===== src/rtl/accu_pkg.sv =====
// Shared definitions for the PLC accumulator stack: opcode encoding and default sizing.
package accu_pkg;

    localparam int unsigned ACCU_DATA_W_DEF = 8;
    localparam int unsigned ACCU_DEPTH_DEF  = 4;

    typedef enum logic [2:0] {
        ACCU_OP_LDA  = 3'b000,
        ACCU_OP_LDM  = 3'b001,
        ACCU_OP_LDR  = 3'b010,
        ACCU_OP_LDU  = 3'b011,
        ACCU_OP_PUSH = 3'b100,
        ACCU_OP_POP  = 3'b101,
        ACCU_OP_SWAP = 3'b110,
        ACCU_OP_CLR  = 3'b111
    } accu_op_e;

endpackage


===== src/rtl/accu_src_mux.sv =====
// Load-source selection for the top accumulator entry, driven by opcode bits [1:0].
module accu_src_mux
    import accu_pkg::*;
#(
    parameter int unsigned DATA_W = ACCU_DATA_W_DEF
) (
    input  logic [1:0]        sel_i,
    input  logic [DATA_W-1:0] arg_i,
    input  logic [DATA_W-1:0] ram_i,
    input  logic [DATA_W-1:0] reg_i,
    input  logic [DATA_W-1:0] alu_i,
    output logic [DATA_W-1:0] data_o
);

    always_comb begin
        data_o = arg_i;
        unique case (sel_i)
            2'b00: data_o = arg_i;
            2'b01: data_o = ram_i;
            2'b10: data_o = reg_i;
            2'b11: data_o = alu_i;
            default: data_o = arg_i;
        endcase
    end

endmodule


===== src/rtl/accu_stack.sv =====
// Push-down accumulator stack with occupancy count; sticky overflow/underflow
// flags are compiled in only when ACCU_STACK_ERR_EN is defined.
module accu_stack
    import accu_pkg::*;
#(
    parameter int unsigned DATA_W = ACCU_DATA_W_DEF,
    parameter int unsigned DEPTH  = ACCU_DEPTH_DEF
) (
    input  logic                       CLK,
    input  logic                       RST,
    input  logic                       ACCU_WE,
    input  logic [2:0]                 ACCU_OPCode,
    input  logic [DATA_W-1:0]          ACCU_ArgToSet,
    input  logic [DATA_W-1:0]          ACCU_RAMData,
    input  logic [DATA_W-1:0]          ACCU_Register,
    input  logic [DATA_W-1:0]          ACCU_ALU_Result,
    output logic [DATA_W-1:0]          ACCU_Top,
    output logic [DATA_W-1:0]          ACCU_Next,
    output logic [$clog2(DEPTH+1)-1:0] ACCU_Depth,
    output logic                       ACCU_Zero,
    output logic                       ACCU_Overflow,
    output logic                       ACCU_Underflow
);

    localparam int unsigned DW = $clog2(DEPTH + 1);
    localparam logic [DW-1:0] DEPTH_FULL = DW'(DEPTH);

    accu_op_e          op;
    logic [DATA_W-1:0] src_data;
    logic [DATA_W-1:0] e_q [DEPTH];
    logic [DATA_W-1:0] e_d [DEPTH];
    logic [DW-1:0]     depth_q, depth_d;

    assign op = accu_op_e'(ACCU_OPCode);

    accu_src_mux #(
        .DATA_W (DATA_W)
    ) u_src_mux (
        .sel_i  (ACCU_OPCode[1:0]),
        .arg_i  (ACCU_ArgToSet),
        .ram_i  (ACCU_RAMData),
        .reg_i  (ACCU_Register),
        .alu_i  (ACCU_ALU_Result),
        .data_o (src_data)
    );

`ifdef ACCU_STACK_ERR_EN
    logic ovf_q, ovf_d;
    logic unf_q, unf_d;
`endif

    always_comb begin
        e_d     = e_q;
        depth_d = depth_q;
`ifdef ACCU_STACK_ERR_EN
        ovf_d   = ovf_q;
        unf_d   = unf_q;
`endif
        if (ACCU_WE) begin
            unique case (op)
                ACCU_OP_LDA, ACCU_OP_LDM, ACCU_OP_LDR, ACCU_OP_LDU: begin
                    e_d[0] = src_data;
                    if (depth_q == '0) depth_d = DW'(1);
                end
                ACCU_OP_PUSH: begin
                    for (int unsigned i = 1; i < DEPTH; i++) e_d[i] = e_q[i-1];
                    if (depth_q == DEPTH_FULL) begin
`ifdef ACCU_STACK_ERR_EN
                        ovf_d = 1'b1;
`endif
                    end else begin
                        depth_d = depth_q + DW'(1);
                    end
                end
                ACCU_OP_POP: begin
                    // Shift happens even when empty so data behaviour is build-independent.
                    for (int unsigned i = 0; i < DEPTH - 1; i++) e_d[i] = e_q[i+1];
                    e_d[DEPTH-1] = '0;
                    if (depth_q == '0) begin
`ifdef ACCU_STACK_ERR_EN
                        unf_d = 1'b1;
`endif
                    end else begin
                        depth_d = depth_q - DW'(1);
                    end
                end
                ACCU_OP_SWAP: begin
                    e_d[0] = e_q[1];
                    e_d[1] = e_q[0];
                end
                ACCU_OP_CLR: begin
                    for (int unsigned i = 0; i < DEPTH; i++) e_d[i] = '0;
                    depth_d = '0;
`ifdef ACCU_STACK_ERR_EN
                    ovf_d   = 1'b0;
                    unf_d   = 1'b0;
`endif
                end
                default: ;
            endcase
        end
    end

    always_ff @(posedge CLK) begin
        if (RST) begin
            for (int unsigned i = 0; i < DEPTH; i++) e_q[i] <= '0;
            depth_q <= '0;
        end else begin
            e_q     <= e_d;
            depth_q <= depth_d;
        end
    end

`ifdef ACCU_STACK_ERR_EN
    always_ff @(posedge CLK) begin
        if (RST) begin
            ovf_q <= 1'b0;
            unf_q <= 1'b0;
        end else begin
            ovf_q <= ovf_d;
            unf_q <= unf_d;
        end
    end

    assign ACCU_Overflow  = ovf_q;
    assign ACCU_Underflow = unf_q;
`else
    assign ACCU_Overflow  = 1'b0;
    assign ACCU_Underflow = 1'b0;
`endif

    assign ACCU_Top   = e_q[0];
    assign ACCU_Next  = e_q[1];
    assign ACCU_Depth = depth_q;
    assign ACCU_Zero  = (e_q[0] == '0);

endmodule


===== config.mk =====
export PLATFORM = sky130hd
export DESIGN_NAME = accu_stack
export DESIGN_NICKNAME = d
export VERILOG_FILES = /design/src/rtl/accu_pkg.sv /design/src/rtl/accu_src_mux.sv /design/src/rtl/accu_stack.sv
export SDC_FILE = /design/constraint.sdc
export NUM_CORES = 1
export LEC_CHECK = 0
export BUFFER_PORTS_ARGS = -buffer_cell sky130_fd_sc_hd__buf_2
export CAP_MARGIN = 20
export CORE_MARGIN = 4
export CORE_UTILIZATION = 40
export DETAILED_ROUTE_END_ITERATION = 8
export GPL_TIMING_DRIVEN = 0
export PLACE_DENSITY = 0.72
export SLEW_MARGIN = 10
export SYNTH_ARGS = -nofsm -noshare
export SYNTH_HDL_FRONTEND = slang
export SYNTH_SLANG_ARGS = --single-unit

===== constraint.sdc =====
create_clock -name CLK -period 5.7 [get_ports CLK]
set_clock_uncertainty 0.2 [all_clocks]
set_input_delay 0.57 -clock CLK [delete_from_list [all_inputs] [get_ports CLK]]
set_output_delay 0.57 -clock CLK [all_outputs]
set_load 0.01 [all_outputs]

# After elaboration in Yosys (flattened, before gate mapping)
# Index checks and enable logic that the tools add are counted.
# totals
register_bits	35
input_bits	38
wordCells	44
# op_classes
add_sub_neg	2
n_eq_ne	14
mux	8
n_reduce_logical	15
# op_table
operator	count
16-bit one-hot mux with 3 select lines	1
8-bit one-hot mux with 3 select lines	2
8-bit one-hot mux with 4 select lines	1
3-bit equality test, second input constant	5
3-bit one-hot mux with 4 select lines	1
3-bit two-way mux	3
3-bit nonzero test	3
8-bit logical NOT	1
3-bit by 2-bit equality test with 1-bit output, second input constant	2
3-bit logical NOT	2
2-bit != test, second input constant	3
2-bit AND reduction	3
5-bit AND reduction	1
2-bit equality test, second input constant	2
4-bit nonzero test	1
2-bit OR reduction	2
4-bit OR reduction	1
3-bit by 1-bit adder with 3-bit output, second input constant	1
3-bit by 1-bit equality test with 1-bit output, second input constant	1
3-bit by 1-bit subtractor with 3-bit output, second input constant	1
2-bit by 1-bit equality test with 1-bit output, second input constant	1
2-bit logical NOT	1

# Depth between registers and ports, before layout
# logic_depth
ltp_word	4
depth_mapped	8

# Hierarchy
# Synthesis repeated with hierarchy kept, for this count alone.
# hier_totals
hier_cells	243
area_unflattened_um2	2209.6
# by_module_without_submodules
mod	n_inst	cells_each	area_each_um2
accu_stack	1	233	2013.2
accu_src_mux	1	10	196.4

# Worst setup path before layout
# Ideal clock, no wire load.
# synth_timing
path_kind	in2reg
start	input ACCU_OPCode[0]
end	register depth_q[2] (netlist: ACCU_Depth[2])
arrival_ps	1983
required_time_ps	5377
setup_slack_ps	3394
stages	8
path_buffers	3
cell_sequence	buf_6 -> buf_6 -> buf_2 -> nand3_1 -> fa_1 -> xnor2_1 -> nor3_1 -> mux2_1
# synth_via
elab_chain_cells	4
word_cells_on_any_way	14
# synth_lines
item	line_no	text
from (decl)	accu_stack.sv:12	input logic [2:0] ACCU_OPCode,
3-bit by 1-bit equality test with 1-bit output (tied with other cells)	accu_stack.sv:60	unique case (op)
4-bit OR reduction	accu_stack.sv:60	
4-bit nonzero test (no source line) / 2-bit != test (equally long branches)	-	
5-bit AND reduction (no source line)	-	
to (signal assigned)	accu_stack.sv:110	depth_q <= depth_d;
to (decl)	accu_stack.sv:32	logic [DW-1:0] depth_q, depth_d;
# Parallel ways exist; a longest one is shown, timed or not.
# A chain may end at the register's enable or synchronous reset.

# Worst setup path after layout
# Ends and elaborated chain as after synthesis.

==> impl_results.md <==
- CTS Buffer Depth: 2
- Actual slew at the worst max-slew pin: 694.1 ps
- Peak Freq: 451.8 MHz
- Pwr per Cell Area: 238.2 nW/um^2
- Post-Syn Instances: 255
- Unrepaired setup endpoints after global routing: false
- DRT Pass-1 Iters: 4
- Slowest stage delay, CP: 390 ps
- Int Power: 0.4292 mW
- Cts bufs inserted: 5
- Clock Power Share: 0.341
- Buffer and inverter count on the worst path: 3
- Largest net degree at the start of global routing: 12
- Final Setup Violations: 0
- Global route overflow: 0
- Area of the core: 5075 um^2
- Max-cap check violation count: 0
- Area Growth Syn to Fin: 22.28%
- Status: completed
- Initial DRC Count: 152
- Seq cells post-synth: 35
- Dpl cells: 380
- Crit path max fanout: 10
- Post-CTS sizing: 0
- Number of diodes: 0
- Final WS setup: 3487 ps
- Via count: 2,069
- Synth unique cells: 40
- IO buf count: 54
- Die H: 80.28 um
- Total wire length: 5777 um
- H-tree levels: 2
- GPL Wtd Cong: 0.8449
- Slew HR: 0.5355
- Worst slack, placed: 3165 ps
- Hold crit path type: flip-flop to flip-flop
- Worst skew pair latency: 290 ps
- Most common cell after layout, fill and taps aside: buf_2
- Chip width: 80.28 um
- Total track usage: 0.1880
- Initial antenna violation count: 0
- Lkg Pwr: 1.149 nW
- Cts hold-fix bufs: 0
- HPWL after DPL: 4288 um
- FFs w/ async S/R, synth: 0
- Initial core utilization: 0.4117
- Minimum clock period: 2213 ps
- Layout cells sized above 1: 0.3208
- Final Net Count: 356
- Post-CTS Setup Bufs: 0
- Slowest stage cell, crit path: fa_1
- Sw Share: 0.2950
- Clk root buf: clkbuf_8
- Final hold vios: 0
- Delay-heaviest family, CP: buffers and inverters
- Sequential share of power: 0.446
- Die Area: 6444 um^2
- Worst Path Arrival: 2190 ps
- Crit. End Element: flip-flop
- Final period util: 0.3883
- Overall power: 0.6087 mW
- Switching component of the power: 0.1795 mW
- First-pass GRT wire length: 9411 um
- DRC Markers: 0
- Post-synthesis sequential area ratio: 0.3353
- Mean Syn Cell Area: 8.194 um^2
- Critical-path cell list: buf_6 > buf_6 > buf_2 > nand3_1 > fa_1 > xnor2_1 > nor3_1 > mux2_1
- Most frequent cells in the layout: 60 x buf_2, 44 x nor2_1, 35 x dfxtp_1, 19 x buf_4, 18 x nand2_1
- Worst Setup Start Kind: input port
- Reg clk slew, reported paths: 70 ps
- Combinational fraction of design power: 0.212
- Number of global-route vias before repair: 1,951
- Row cnt: 26
- Mapped Area: 2090 um^2
- Peak VDD IR: 121.5 uV
- Vias per std cell: 5.332
- CTS tree: built
- CTS Sinks: 35
- I/O pin count: 60
- Fillcell total: 505
- Kind of critical path: input port to flip-flop
- Dominant synthesized flop cell: dfxtp_1
- TNS Setup: 0 ps
- EDFF count, synth: 0
- Ys Warns: 0
- Slew Limit Fails: 0
- Req. time, crit path: 5680 ps
- Finished Layout Cells: 388
- DR WL/cell: 14.89 um
- Cell mode on critical path: buf_6
- Post-DRT Antenna Nets: 0
[stage by stage]
| stage | utilization | hold slack (ps) | cell area [um^2] |
|---|---|---|---|
| final | 0.5035 | 318.0 | 2555 |
| after global routing | 0.5035 | 345.1 | 2555 |
| after CTS | 0.5035 | 319.1 | 2555 |
| after detailed placement | 0.4830 | 302.1 | 2451 |
| after global placement | 0.4830 | 292.3 | 2451 |
| after floorplan | - | 276.0 | 2093 |
[power by group through the flow]
stage	combinational [mW]	sequential, mW	clock [mW]
2_1_floorplan	0.0906	0.272	0
3_3_place_gp	0.127	0.277	0
3_5_place_dp	0.129	0.277	0
4_1_cts	0.130	0.272	0.207
5_1_grt	0.143	0.273	0.220
6_report	0.129	0.272	0.208
[cells by family after synthesis]
| logic type | Yosys count | synth area share |
|---|---|---|
| fa+ha+maj | 1 | 0.009581 |
| mux | 10 | 0.04850 |
| xor+xnor | 2 | 0.008385 |
| flops | 35 | 0.3353 |
| other cells | 1 | 0.001795 |
| simple gates | 84 | 0.1844 |
| compound gates | 81 | 0.2826 |
| buf+inv | 41 | 0.1293 |
[cells in the mapped netlist, drive strengths merged, types with 2 or more instances]
| cell type | count | area (um^2) |
|---|---|---|
| xnor2 | 2 | 17.52 |
| nor3 | 2 | 10.01 |
| a21o | 8 | 60.06 |
| dfxtp | 35 | 700.7 |
| buf | 31 | 232.7 |
| a211o | 8 | 70.07 |
| nor2 | 45 | 176.4 |
| a311oi | 16 | 140.1 |
| o21ai | 10 | 57.56 |
| mux2i | 9 | 90.09 |
| a21oi | 18 | 101.4 |
| nand2b | 2 | 20.02 |
| nand3 | 9 | 45.04 |
| nand2 | 19 | 73.82 |
| a211oi | 9 | 67.56 |
| or4 | 3 | 26.27 |
| a22oi | 8 | 60.06 |
| inv | 4 | 15.02 |
| clkbuf | 6 | 22.52 |
[path summary, 6_finish.rpt]
check	from	endpoint	slack [ps]	depth (start not counted)
min	e_q[5]$_SDFFE_PP0P_	e_q[5]$_SDFFE_PP0P_	320	2
max	ACCU_OPCode[0]	ACCU_Depth[2]$_SDFFE_PP0P_	3490	8
min reg2reg	e_q[5]$_SDFFE_PP0P_	e_q[5]$_SDFFE_PP0P_	320	2
max reg2reg	ACCU_Depth[0]$_SDFFE_PP0P_	ACCU_Depth[2]$_SDFFE_PP0P_	3950	5
[per-layer routing]
| layer | up-vias | global-route usage | share of wire |
|---|---|---|---|
| met2 | 71 | 0.3038 | 0.49 |
| met3 | 8 | 0.04036 | 0.059 |
| li1 | 1024 | - | - |
| met4 | 0 | 0.05743 | 0.012 |
| met5 | - | 0 | 0 |
| met1 | 966 | 0.2491 | 0.44 |
[state kept, by name (all words and copies together), names as in the netlist]
register / flops
ACCU_Top: 8
e_q: 16
ACCU_Next: 8
ACCU_Depth: 3
[final cells by class]
| class | instances | area, um^2 | area share |
|---|---|---|---|
| inverters | 4 | 15.01 | 0.005877 |
| multi-input cells | 180 | 1122 | 0.4393 |
| clock buffers | 7 | 96.34 | 0.03771 |
| flip-flops and latches | 35 | 700.7 | 0.2742 |
| clock inverters | 1 | 7.507 | 0.002938 |
| plain buffers | 37 | 255.2 | 0.09990 |
| well taps | 70 | 87.58 | 0.03428 |
| repair buffers | 54 | 270.3 | 0.1058 |
[worst register-to-register path: stages, from the launching register on]
cell     delay [ps]
dfxtp_1         380
inv_1           110
fa_1            440
xnor2_1         160
nor3_1           50
mux2_1          300
(Power assumes the default switching activity.)
